===== src/rtl/silencer_sequencer.sv =====
// silencer_sequencer
//   Frame controller sitting in front of the silencer datapath. Each START pulse
//   streams DEPTH (intensity, phase) pairs from the drive memory to the silencer
//   as one uninterrupted DIN_VALID burst. Silencer settings are double-buffered:
//   CFG_UPDATE fills a pending shadow, and the shadow is copied to the active
//   outputs only in the LOAD state, so a burst never sees a settings change.
//   One early START is queued; a second one while queued is dropped and flagged.
//
// Ports
//   CLK, RST            clock, synchronous active-high reset
//   START               one-cycle frame request
//   CFG_UPDATE, CFG_*   strobe plus requested silencer settings
//   OVERRUN_CLR         clears the sticky OVERRUN flag
//   RD_EN, ADDR         drive-memory read request
//   RDATA_*             drive-memory read data, READ_LATENCY cycles after RD_EN
//   DIN_VALID, *_IN     sample stream to the silencer
//   UPDATE_RATE_*, COMPLETION_STEPS_*, FIXED_COMPLETION_STEPS
//                       active silencer settings
//   BUSY, FRAME_DONE, OVERRUN
//                       status
module silencer_sequencer #(
    parameter int DEPTH         = 249,
    parameter int READ_LATENCY  = 2,
    parameter int DEF_RATE_INT  = 256,
    parameter int DEF_RATE_PHS  = 256,
    parameter int DEF_STEPS_INT = 10,
    parameter int DEF_STEPS_PHS = 40
) (
    input  logic        CLK,
    input  logic        RST,
    input  logic        START,
    input  logic        CFG_UPDATE,
    input  logic [15:0] CFG_RATE_INT,
    input  logic [15:0] CFG_RATE_PHS,
    input  logic [15:0] CFG_STEPS_INT,
    input  logic [15:0] CFG_STEPS_PHS,
    input  logic        CFG_FIXED,
    input  logic        OVERRUN_CLR,
    output logic        RD_EN,
    output logic [7:0]  ADDR,
    input  logic [15:0] RDATA_INTENSITY,
    input  logic [7:0]  RDATA_PHASE,
    output logic        DIN_VALID,
    output logic [15:0] INTENSITY_IN,
    output logic [7:0]  PHASE_IN,
    output logic [15:0] UPDATE_RATE_INTENSITY,
    output logic [15:0] UPDATE_RATE_PHASE,
    output logic [15:0] COMPLETION_STEPS_INTENSITY,
    output logic [15:0] COMPLETION_STEPS_PHASE,
    output logic        FIXED_COMPLETION_STEPS,
    output logic        BUSY,
    output logic        FRAME_DONE,
    output logic        OVERRUN
);

    localparam int AW = (DEPTH > 1) ? $clog2(DEPTH) : 1;
    localparam int DW = (READ_LATENCY > 1) ? $clog2(READ_LATENCY) : 1;

    // ADDR is only 8 bits wide and the delay line needs at least one stage.
    if (DEPTH < 1 || DEPTH > 256) begin : g_bad_depth
        $error("silencer_sequencer: DEPTH must be in 1..256");
    end
    if (READ_LATENCY < 1) begin : g_bad_latency
        $error("silencer_sequencer: READ_LATENCY must be at least 1");
    end

    typedef enum logic [1:0] {
        ST_IDLE,
        ST_LOAD,
        ST_ISSUE,
        ST_DRAIN
    } state_t;

    typedef struct packed {
        logic [15:0] rate_int;
        logic [15:0] rate_phs;
        logic [15:0] steps_int;
        logic [15:0] steps_phs;
        logic        fixed;
    } cfg_t;

    localparam cfg_t CFG_DEFAULT = '{
        rate_int:  16'(DEF_RATE_INT),
        rate_phs:  16'(DEF_RATE_PHS),
        steps_int: 16'(DEF_STEPS_INT),
        steps_phs: 16'(DEF_STEPS_PHS),
        fixed:     1'b0
    };

    // The silencer divides by these values, so zero is never allowed through.
    function automatic logic [15:0] nonzero(input logic [15:0] v);
        return (v == 16'd0) ? 16'd1 : v;
    endfunction

    state_t                  state_q, state_d;
    logic [AW-1:0]           addr_q, addr_d;
    logic [DW-1:0]           drain_q, drain_d;
    logic                    pending_q, pending_d;
    logic                    overrun_q, overrun_d;
    logic [READ_LATENCY-1:0] vld_q, vld_d;
    logic [READ_LATENCY-1:0] last_q, last_d;
    cfg_t                    pend_cfg_q, pend_cfg_d;
    cfg_t                    act_cfg_q, act_cfg_d;
    logic                    rd_en;
    logic                    addr_last;

    assign addr_last = (addr_q == AW'(DEPTH - 1));

    // Next-state logic: frame sequencing, shadow capture, early-START queueing
    // and the valid/last delay lines that line DIN_VALID up with RDATA.
    always_comb begin
        state_d    = state_q;
        addr_d     = addr_q;
        drain_d    = drain_q;
        pending_d  = pending_q;
        overrun_d  = overrun_q;
        pend_cfg_d = pend_cfg_q;
        act_cfg_d  = act_cfg_q;
        rd_en      = 1'b0;

        if (CFG_UPDATE) begin
            pend_cfg_d.rate_int  = nonzero(CFG_RATE_INT);
            pend_cfg_d.rate_phs  = nonzero(CFG_RATE_PHS);
            pend_cfg_d.steps_int = nonzero(CFG_STEPS_INT);
            pend_cfg_d.steps_phs = nonzero(CFG_STEPS_PHS);
            pend_cfg_d.fixed     = CFG_FIXED;
        end

        case (state_q)
            ST_IDLE: begin
                if (START) begin
                    state_d = ST_LOAD;
                end
            end
            ST_LOAD: begin
                // The queued request is consumed here; a START in this very
                // cycle becomes the request for the following frame.
                act_cfg_d = pend_cfg_q;
                pending_d = START;
                state_d   = ST_ISSUE;
            end
            ST_ISSUE: begin
                rd_en = 1'b1;
                if (addr_last) begin
                    addr_d  = '0;
                    drain_d = '0;
                    state_d = ST_DRAIN;
                end else begin
                    addr_d = addr_q + AW'(1);
                end
            end
            ST_DRAIN: begin
                if (drain_q == DW'(READ_LATENCY - 1)) begin
                    drain_d = '0;
                    state_d = (pending_q || START) ? ST_LOAD : ST_IDLE;
                end else begin
                    drain_d = drain_q + DW'(1);
                end
            end
            default: state_d = ST_IDLE;
        endcase

        // Clear first so that a simultaneous new overrun wins.
        if (OVERRUN_CLR) begin
            overrun_d = 1'b0;
        end
        if (START && (state_q == ST_ISSUE || state_q == ST_DRAIN)) begin
            if (pending_q) begin
                overrun_d = 1'b1;
            end else begin
                pending_d = 1'b1;
            end
        end

        vld_d[0]  = rd_en;
        last_d[0] = rd_en && addr_last;
        for (int i = 1; i < READ_LATENCY; i++) begin
            vld_d[i]  = vld_q[i-1];
            last_d[i] = last_q[i-1];
        end
    end

    // State registers with synchronous reset; reset also flushes the delay
    // lines so an aborted burst stops producing DIN_VALID immediately.
    always_ff @(posedge CLK) begin
        if (RST) begin
            state_q    <= ST_IDLE;
            addr_q     <= '0;
            drain_q    <= '0;
            pending_q  <= 1'b0;
            overrun_q  <= 1'b0;
            vld_q      <= '0;
            last_q     <= '0;
            pend_cfg_q <= CFG_DEFAULT;
            act_cfg_q  <= CFG_DEFAULT;
        end else begin
            state_q    <= state_d;
            addr_q     <= addr_d;
            drain_q    <= drain_d;
            pending_q  <= pending_d;
            overrun_q  <= overrun_d;
            vld_q      <= vld_d;
            last_q     <= last_d;
            pend_cfg_q <= pend_cfg_d;
            act_cfg_q  <= act_cfg_d;
        end
    end

    assign RD_EN                      = rd_en;
    assign ADDR                       = 8'(addr_q);
    assign DIN_VALID                  = vld_q[READ_LATENCY-1];
    assign FRAME_DONE                 = last_q[READ_LATENCY-1];
    assign INTENSITY_IN               = RDATA_INTENSITY;
    assign PHASE_IN                   = RDATA_PHASE;
    assign UPDATE_RATE_INTENSITY      = act_cfg_q.rate_int;
    assign UPDATE_RATE_PHASE          = act_cfg_q.rate_phs;
    assign COMPLETION_STEPS_INTENSITY = act_cfg_q.steps_int;
    assign COMPLETION_STEPS_PHASE     = act_cfg_q.steps_phs;
    assign FIXED_COMPLETION_STEPS     = act_cfg_q.fixed;
    assign BUSY                       = (state_q != ST_IDLE);
    assign OVERRUN                    = overrun_q;

endmodule


===== config.mk =====
export PLATFORM = sky130hd
export DESIGN_NAME = silencer_sequencer
export DESIGN_NICKNAME = d
export VERILOG_FILES = /design/src/rtl/silencer_sequencer.sv
export SDC_FILE = /design/constraint.sdc
export NUM_CORES = 1
export LEC_CHECK = 0
export BUFFER_PORTS_ARGS = -buffer_cell sky130_fd_sc_hd__buf_2
export CORE_MARGIN = 2
export CORE_UTILIZATION = 50
export DETAILED_ROUTE_END_ITERATION = 16
export PLACE_DENSITY = 0.89
export SLEW_MARGIN = 10
export SYNTH_ARGS = -nofsm -noshare
export SYNTH_HDL_FRONTEND = slang
export SYNTH_SLANG_ARGS = --single-unit

===== constraint.sdc =====
create_clock -name CLK -period 1.8 [get_ports CLK]
set_input_delay 0.09 -clock CLK [delete_from_list [all_inputs] [get_ports CLK]]
set_output_delay 0.09 -clock CLK [all_outputs]
set_load 0.1 [all_outputs]

### Word level (Yosys, flattened, before mapping)

Cells that the tools add are included.

* register bits after elaboration: 147
* logic and storage cells: 59
* bits of input ports: 94
* output and inout bits: 102

* multiplexer cells: 20
* equality and inequality tests: 7
* reductions and logical operators: 13
* add/subtract/negate cells: 2

Operators by type and width (count)
* 16-bit zero test: 4
* 16-bit two-way mux: 4
* 1-bit two-way mux: 10
* 8-bit by 1-bit adder with 8-bit output (second input constant): 1
* 8-bit equality test (second input constant): 1
* 8-bit two-way mux: 1
* 2-bit case mux with 4 select lines: 1
* 2-bit two-way mux: 3
* 2-bit inequality test (second input constant): 3
* 2-bit equality test (second input constant): 2
* 2-bit nonzero test: 2
* 3-bit AND reduction: 1
* 2-bit by 1-bit equality test with 1-bit output (second input constant): 1
* 1-bit logical AND: 2
* 2-bit zero test: 1
* 1-bit logical OR: 2
* 1-bit case mux with 2 select lines: 1
* 2-bit AND reduction: 1
* 1-bit adder (second input constant): 1

### Logic depth before layout (Yosys ltp)

Gate-level depths: netlist (run 1).

* word-level depth: 4
* mapped depth: 7
* gate-level depth less buffers: 6

### Least setup slack after synthesis (run 1)

Ideal clock, no wire load.

* path type: flip-flop to flip-flop
* from: register state_q[0]
* to: register addr_q[5] (netlist: ADDR[5])
* buffers on the path: 1
* period minus slack after synthesis: 2183 ps
* data required time: 1682 ps
* setup slack: -383 ps
* library setup time: 118 ps
* arrival time: 2065 ps
* cell stages (with the launch flop): 8
* path through: dfxtp_1 > inv_1 > ha_1 > buf_2 > nand4_1 > nor2_1 > xnor2_1 > nor2_1

* longest elaborated chain between the ends: 1

Ends and longest elaborated chain
* start, declared: RTL line 95 `state_t state_q, state_d;`
* start signal, assigned: RTL line 197 `state_q <= state_d;`
* 2-bit equality test: RTL line 129 `case (state_q)`
* end signal, assigned: RTL line 198 `addr_q <= addr_d;`
* end, declared: RTL line 96 `logic [AW-1:0] addr_q, addr_d;`

Every way passes these cells.
A chain may end at the register's enable or synchronous reset.

### Worst setup path after layout (run 1)

* from: input port CFG_STEPS_INT[12]
* to: register pend_cfg_q[17] in the netlist's numbering

* longest elaborated chain between the ends: 2

Ends and longest elaborated chain
* start, declared: RTL line 35 `input logic [15:0] CFG_STEPS_INT,`
* 16-bit zero test: RTL line 92 `return (v == 16'd0) ? 16'd1 : v;`
* 16-bit two-way mux: RTL line 92
* end signal, assigned: RTL line 204 `pend_cfg_q <= pend_cfg_d;`
* end, declared: RTL line 102 `cfg_t pend_cfg_q, pend_cfg_d;`

Every way passes these cells.

==> results of run 1 <==
## through the flow
step                 util  std cells  power [uW]  hold slack (ps)  setup slack, ps
finish              0.700        891       10700              143             68.5
global route        0.700        891       11100              163             3.43
CTS                 0.699        891       10700              131             48.7
detailed placement  0.588        793        7390              181              213
global placement    0.588        793        7290              181              274
floorplan               -        554        6950              212             13.0
## per-layer routing
layer | vias up | global-route usage
li1 | 2231 | -
met1 | 2196 | 0.251
met2 | 160 | 0.429
met3 | 44 | 0.0615
met4 | 0 | 0.138
met5 | - | 0
## critical path: stages
cell,delay (ps)
dlygate4sd3_1,550
buf_2,150
nor4_2,320
nand4_1,140
a311oi_1,270
dlygate4sd3_1,580
## where the power goes
part	internal (uW)	switching, uW	leakage [uW]
combinational	1170	2550	0.00203
clock	1980	1230	0.000269
sequential	3570	197	0.00121
total	6710	3990	0.00350
## repair_timing
item,4_1_cts,5_1_grt
setup endpoints to repair,1,1
pin swaps,0,0
gates cloned,0,0
hold buffers,68,0
hold endpoints to repair,67,0
setup buffers,0,0
gates resized for setup,1,2
## final cells by class
type | count | area [um2]
timing repair buffer | 224 | 1550
fill | 741 | 3280
sequential | 147 | 2950
clock inverter | 6 | 55.1
multi-input combinational | 338 | 2390
tap | 140 | 175
inverter | 12 | 48.8
clock buffer | 24 | 482
## cell usage after synthesis
library cell and count:
and2_1 1, buf_2 14, nand4_2 1, inv_1 12, a21o_1 1, a311oi_1 6
o31ai_4 1, o22ai_1 1, dfxtp_1 147, xor2_1 3, a21oi_1 3, a211o_1 9
mux2i_1 116, ha_1 7, buf_4 27, nand2b_1 2, nor3_1 1, o21ai_0 1
or2_2 2, xnor2_1 3, a311o_1 3, a32oi_1 1, nand2_1 5, nor2b_1 16
nor2_1 130, clkbuf_1 14, buf_1 2, o221a_2 2, mux2_2 1, nor4_1 16
nand4_1 6
## cells by family (layout without fill, tap and decap cells)
family	count (synthesis)	in the layout	share of synthesized area
xor+xnor	6	6	0.00926
compound gates	28	28	0.0437
buf+inv	69	266	0.0666
flops	147	147	0.519
simple gates	180	180	0.140
fa+ha+maj	7	7	0.0154
mux	117	117	0.207
## sequential cells by signal (all words and copies together), names as in the netlist
| signal | flops |
|---|---|
| vld_q | 2 |
| pending_q | 1 |
| state_q | 2 |
| ADDR | 8 |
| UPDATE_RATE_PHASE | 16 |
| UPDATE_RATE_INTENSITY | 16 |
| COMPLETION_STEPS_INTENSITY | 16 |
| pend_cfg_q | 65 |
| last_q | 2 |
| drain_q | 1 |
| OVERRUN | 1 |
| COMPLETION_STEPS_PHASE | 16 |
| FIXED_COMPLETION_STEPS | 1 |
## worst max-delay path by stage
stage | end | startpoint
2_1_floorplan | ADDR[5] | ADDR[2]
4_1_cts | pend_cfg_q[17] | CFG_STEPS_INT[3]
3_5_place_dp | COMPLETION_STEPS_PHASE[5] | state_q[1]
5_1_grt | pend_cfg_q[17] | CFG_STEPS_INT[3]
3_3_place_gp | COMPLETION_STEPS_INTENSITY[4] | state_q[1]
6_report | pend_cfg_q[17] | CFG_STEPS_INT[12]
==> impl_metrics.tcl, run 1 <==
set metrics [dict create \
    cts_buffer_depth 2 \
    worst_pin_slew_ps 564 \
    place_hpwl_um 8930 \
    r2r_cells 5 \
    drive_above_1_share 0.269 \
    placed_cell_area_um2 6420 \
    h-tree-depth 4 \
    whs_path_depth 2 \
    area_growth_pct 35.0 \
    start_util 0.519 \
    min_period_over_period 0.962 \
    r2r_start "state_q[1]" \
    end_kind "flip-flop" \
    io_pins 196 \
    rr_endpoint "UPDATE_RATE_PHASE[7]" \
    grt_pass1_vias 4845 \
    wirelength_um 14500 \
    ant_nets 0 \
    portBuffers 147 \
    final_cell_mix "144 x buf_2, 140 x dfxtp_1, 130 x nor2_1, 116 x mux2i_1, 68 x dlygate4sd3_1" \
    met2_length_um 7600 \
    netlist_instances 554 \
    yosysSeqAreaShare 0.519 \
    crit_type "primary input to flip-flop" \
    hold_path_class "primary input to flip-flop" \
    rsz0062_at_grt "no" \
    grt_pass1_wl_um 23600 \
    synth_top_cell_area_share 0.519 \
    core_um2 10900 \
    setup_tns_ps 0 \
    ir_worst_vdd_mv 0.806 \
    highest_layer "met4" \
    final_common_cell "buf_2" \
    ys_ff_latch 147 \
    nets 841 \
    crit_arrival_ps 2090 \
    gp_congestion 0.804 \
    grt_use_total 0.239 \
    yosysTopAreaCell "dfxtp_1" \
    viasPerCell 5.20 \
    grt_overflow 0 \
    power_density_nw_per_um2 1400 \
    reg2reg_slack_ps 180 \
    slew-limit-headroom 0.624 \
    fmax_mhz 578 \
    cts.sinks 147 \
    tritoncts "built" \
    required_ps 2160 \
    wl_met1_um 5710 \
    yosysUniqueCellTypes 31 \
    drc 0 \
    antenna_found_initial 0 \
    cts_buffers 17 \
    syn_avg_cell_area_um2 10.2 \
    fp.dieH_um 111 \
    stdcell_area_um2 7660 \
    status "finished, final reports clean" \
    die_x_um 111 \
    cp_max_fo 2 \
    antennaDiodeCount 0 \
    wl_per_cell_um 16.3 \
    path_clk_slew_ps 60 \
    root_buffer "clkbuf_16" \
    dieArea_um2 12200 \
    syn_nets 655 \
    synth_area_leaders "dfxtp_1 52%, mux2i_1 20%, nor2_1 8.6%, buf_4 3.6%, nor2b_1 1.8%" \
    grt_start_max_net_pins 56 \
    hold-path-endpoint "pend_cfg_q[0]" \
    drv_slew 0 \
    row_count 38 \
    ys.warnings.count 0 \
    synth_area_um2 5670 \
    hold_viol_final 0 \
    start_kind "primary input" \
    met3WireLength_um 753 \
    dr.first_iter.drc_count 263 \
    setup_violations 0 \
    drtPass1Iterations 4 \
    min_from "RST" \
    period_minus_slack_ps 1730 \
    clk_latency_ps 420 \
    cap_viol_max_count 0 \
    clock_skew_ps 6.58 \
    num_vias 4631 \
    leakagePower_uw 0.00350 \
]
Power figures use the tool's default switching activity.
==> inputs of run 2 (changes only) <==
--- a/config.mk
+++ b/config.mk
@@ -6,8 +6,8 @@
 export NUM_CORES = 1
 export LEC_CHECK = 0
 export BUFFER_PORTS_ARGS = -buffer_cell sky130_fd_sc_hd__buf_2
-export CORE_MARGIN = 2
 export CORE_UTILIZATION = 50
+export CTS_BUF_LIST = sky130_fd_sc_hd__clkbuf_16
 export DETAILED_ROUTE_END_ITERATION = 16
 export PLACE_DENSITY = 0.89
 export SLEW_MARGIN = 10
==> run 2 against run 1 <==
  * Maximum frequency rose by 1.5%
  * Die area shrank 3.6%
  * Hold slack gained 37 ps
  * Sequential power about the same
  * Combinational power grew 2%
  * Power is 1.6% higher
  * Count of clock-buffer cells in the layout decreased by 7
  * Largest cell class unchanged
==> impl_metrics.tcl, run 2 (same netlist as run 1, synthesis figures left out) <==
set metrics [dict create \
    wirelength_um 14600 \
    clock_skew_ps 4.59 \
    crit_type "primary input to flip-flop" \
    worst_pin_slew_ps 773 \
    r2r_cells 5 \
    cts_setup_buffers 0 \
    cp_max_fo 2 \
    status "finished, final reports clean" \
    end_kind "flip-flop" \
    place_hpwl_um 8790 \
    core_um2 10900 \
    hold_viol_final 0 \
    row_count 38 \
    antennaDiodeCount 0 \
    fmax_mhz 586 \
    hold-path-endpoint "PHASE_IN[5]" \
    antenna_found_initial 0 \
    num_vias 4694 \
    dieArea_um2 11800 \
    setup_violations 0 \
    largest-register "pend_cfg_q" \
    start_kind "primary input" \
    multiInputGateArea_um2 2380 \
    reg2reg_slack_ps 140 \
    fillers 756 \
    drc 0 \
    period_minus_slack_ps 1710 \
    leakagePower_uw 0.00353 \
    min_from "RDATA_PHASE[5]" \
    cts_buffers 17 \
    rsz0062_at_grt "no" \
    gp_congestion 0.796 \
    cts_buffer_depth 2 \
    wl_per_cell_um 16.3 \
    slew-limit-headroom 0.485 \
    final_cell_mix "144 x buf_2, 140 x dfxtp_1, 130 x nor2_1, 116 x mux2i_1, 68 x dlygate4sd3_1" \
    largest_reg_flops 65 \
    cap_viol_max_count 0 \
    h-tree-depth 4 \
    grt_use_total 0.257 \
    grt_overflow 0 \
    area_growth_pct 35.7 \
    io_pins 196 \
    dp_slack_ps 190 \
    whs_path_depth 0 \
    setup_ws_ps 93.5 \
    die_x_um 109 \
    drive_above_1_share 0.272 \
    ant_nets 0 \
    viasPerCell 5.23 \
    grt_pass1_vias 4779 \
    crit_arrival_ps 2070 \
    required_ps 2170 \
    final_common_cell "buf_2" \
    hold_path_class "primary input to output pin" \
    dr.first_iter.drc_count 303 \
    rr_endpoint "UPDATE_RATE_PHASE[12]" \
    nets 845 \
    grt_start_max_net_pins 77 \
    finalPower_uw 10900 \
    placed_cells 797 \
    setup_tns_ps 0 \
    root_buffer "clkbuf_16" \
    seqCellArea_um2 2950 \
    start_util 0.519 \
    drv_slew 0 \
    clk_latency_ps 420 \
    r2r_start "state_q[1]" \
    min_period_over_period 0.948 \
    cts.sinks 147 \
    ir_worst_vdd_mv 1.08 \
    path_clk_slew_ps 60 \
    drtPass1Iterations 6 \
    stdcell_count 897 \
    fp.dieH_um 109 \
    power_density_nw_per_um2 1410 \
    grt_pass1_wl_um 22800 \
    portBuffers 147 \
    tritoncts "built" \
]
run 2: changes by cell type in the layout (fill, tap and decap cells not counted):
cell | previous run | this run
clkbuf_8 | 3 | 0
clkbuf_1 | 4 | 0
buf_4 | 7 | 10
clkinv_2 | 5 | 6
nor4_1 | 14 | 15
inv_1 | 10 | 12
bufinv_16 | 1 | 2
clkinvlp_4 | 1 | 2
clkinv_1 | 0 | 3
buf_6 | 0 | 1
clkinv_4 | 0 | 1
nor4_2 | 2 | 1
run 2: metrics by stage:
stage               instance area, um2  utilization  hold slack (ps)
CTS                               7690        0.703              181
global route                      7700        0.704              180
floorplan                         5700            -              212
global placement                  6450        0.590              181
detailed placement                6450        0.590              181
finish                            7700        0.704              180
run 2: metal layers:
metal	up-vias	part of all wire	global-route usage
met1	2230	0.39	0.260
met3	40	0.060	0.0904
li1	2245	-	-
met4	0	0.026	0.136
met5	-	0	0
met2	179	0.52	0.462
run 2: report_power, final:
part           leakage (uW)  total, uW  switching, uW  internal, uW
sequential          0.00121       3760            197          3560
clock              0.000281       3310           1310          2000
combinational       0.00205       3800           2580          1220
total               0.00353      10900           4090          6780
run 2: worst max-delay path by stage:
| stage | cells past startpoint | slack, ps | end | start |
|---|---|---|---|---|
| after floorplan | 4 | 10 | ADDR[5] | ADDR[2] |
| after global placement | 5 | 300 | UPDATE_RATE_INTENSITY[1] | state_q[1] |
| after detailed placement | 5 | 190 | UPDATE_RATE_INTENSITY[1] | state_q[1] |
| after CTS | 6 | 70 | pend_cfg_q[17] | CFG_STEPS_INT[3] |
| after global routing | 5 | 4 | UPDATE_RATE_PHASE[11] | state_q[1] |
| final | 6 | 90 | pend_cfg_q[17] | CFG_STEPS_INT[3] |
run 2: cell type report:
type | count | share of cell area
tap | 140 | 0.0228
clock buffer | 17 | 0.0553
timing repair buffer | 228 | 0.206
multi-input combinational | 338 | 0.310
sequential | 147 | 0.383
clock inverter | 15 | 0.0163
inverter | 12 | 0.00634
run 2: worst max-delay path: stages:
cell and delay (ps):
dlygate4sd3_1 530, buf_2 140, nor4_2 320, nand4_1 120
a311oi_1 290, dlygate4sd3_1 580
run 2: timing repair:
item	4_1_cts	5_1_grt
resized for setup	1	2
endpoints found under the setup margin	1	2
hold buffers	68	0
hold endpoints to repair	67	0
==> inputs of run 3 (changes only) <==
--- a/config.mk
+++ b/config.mk
@@ -9,6 +9,7 @@
 export CORE_UTILIZATION = 50
 export CTS_BUF_LIST = sky130_fd_sc_hd__clkbuf_16
 export DETAILED_ROUTE_END_ITERATION = 16
+export GPL_TIMING_DRIVEN = 0
 export PLACE_DENSITY = 0.89
 export SLEW_MARGIN = 10
 export SYNTH_ARGS = -nofsm -noshare
==> run 3 against run 2 <==
  * Count of clock-buffer cells in the layout unchanged
  * Die area unchanged
  * Non-clock buffer count up 67
  * Final cell count up 7.5%
  * Global-route usage up 2.4 points
  * Critical path type unchanged
  * Largest cell class unchanged
  * Largest power group unchanged
==> impl_metrics.tcl, run 3 (same netlist as run 1, synthesis figures left out) <==
set metrics [dict create \
    row_count 38 \
    power_density_nw_per_um2 1430 \
    drtPass1Iterations 4 \
    viasPerCell 5.10 \
    crit_type "primary input to flip-flop" \
    root_buffer "clkbuf_16" \
    nets 912 \
    path_clk_slew_ps 60 \
    ant_nets 0 \
    multiInputGateArea_um2 2390 \
    slew-limit-headroom 0.562 \
    cts.sinks 147 \
    grt_pass1_wl_um 24800 \
    gp_congestion 0.802 \
    cts_buffers 17 \
    cts_buffer_depth 2 \
    num_vias 4917 \
    tritoncts "built" \
    h-tree-depth 4 \
    fp.dieH_um 109 \
    placed_cell_area_um2 6730 \
    dieArea_um2 11800 \
    stdcell_area_um2 8080 \
    grt_pass1_vias 5139 \
    end_kind "flip-flop" \
    min_period_over_period 0.983 \
    drive_above_1_share 0.314 \
    wl_per_cell_um 16.9 \
    cts_setup_buffers 0 \
    clock_skew_ps 6.76 \
    rsz0062_at_grt "no" \
    hold_path_class "primary input to flip-flop" \
    grt_use_total 0.281 \
    clk_latency_ps 410 \
    final_util 0.739 \
    dr.first_iter.drc_count 214 \
    place_hpwl_um 10400 \
    worst_pin_slew_ps 657 \
    setup_violations 0 \
    grt_start_max_net_pins 17 \
    crit_arrival_ps 2120 \
    drc 0 \
    dp_slack_ps -60.2 \
    largest_reg_flops 65 \
    largest-register "pend_cfg_q" \
    wirelength_um 16300 \
    ir_worst_vdd_mv 0.690 \
    setup_tns_ps 0 \
    finalPower_uw 11600 \
    antennaDiodeCount 0 \
    required_ps 2150 \
    final_common_cell "buf_2" \
    die_x_um 109 \
    core_um2 10900 \
    cap_viol_max_count 0 \
    cp_max_fo 2 \
    grt_overflow 0 \
    leakagePower_uw 0.00379 \
    setup_ws_ps 31.5 \
    area_growth_pct 42.4 \
    status "finished, final reports clean" \
    fillers 732 \
    final_cell_mix "179 x buf_2, 140 x dfxtp_1, 130 x nor2_1, 115 x mux2i_1, 68 x dlygate4sd3_1" \
    start_util 0.519 \
    seqCellArea_um2 2950 \
    drv_slew 0 \
    antenna_found_initial 0 \
    start_kind "primary input" \
    io_pins 196 \
    hold_viol_final 0 \
    fmax_mhz 565 \
    portBuffers 170 \
    period_minus_slack_ps 1770 \
]
run 3: repair_timing:
item | CTS | global route
endpoints found under the setup margin | 15 | 41
resized for setup | 2 | 11
hold buffers | 68 | 0
endpoints found under the hold margin | 67 | 0
run 3: final cells by class:
class	instances	share of cell area
plain buffers	57	0.0443
clock buffers	17	0.0526
clock inverters	15	0.0246
inverters	12	0.00604
multi-input cells	338	0.296
flip-flops and latches	147	0.365
well taps	140	0.0217
repair buffers	238	0.190
run 3: critical path: stages:
cell,delay [ps]
dlygate4sd3_1,530
buf_2,140
nor4_2,330
nand4_1,140
a311oi_1,290
dlygate4sd3_1,600
run 3: power by group:
| part | leakage (uW) | internal [uW] | total [uW] | switching [uW] |
|---|---|---|---|---|
| clock network | 0.000315 | 2420 | 3750 | 1330 |
| registers | 0.00121 | 3560 | 3750 | 189 |
| logic | 0.00226 | 1200 | 4050 | 2850 |
| total | 0.00379 | 7190 | 11600 | 4370 |
run 3: per-layer routing:
metal | track usage | part of all wire
met5 | 0 | 0
met1 | 0.300 | 0.40
met3 | 0.0639 | 0.067
met2 | 0.523 | 0.52
met4 | 0.124 | 0.016
run 3: worst paths after layout:
path	startpoint	slack, ps	cells after the start	endpoint
max	CFG_STEPS_INT[3]	30	6	pend_cfg_q[17]
min	RST	40	2	vld_q[0]
max reg2reg	state_q[1]	130	7	COMPLETION_STEPS_INTENSITY[14]
min reg2reg	last_q[0]	450	1	last_q[1]
run 3: per-stage QoR:
| stage | std cells | hold slack [ps] |
|---|---|---|
| floorplan | 554 | 212 |
| global placement | 864 | 330 |
| detailed placement | 864 | 328 |
| CTS | 964 | 16.2 |
| global route | 964 | 43.1 |
| finish | 964 | 35.3 |
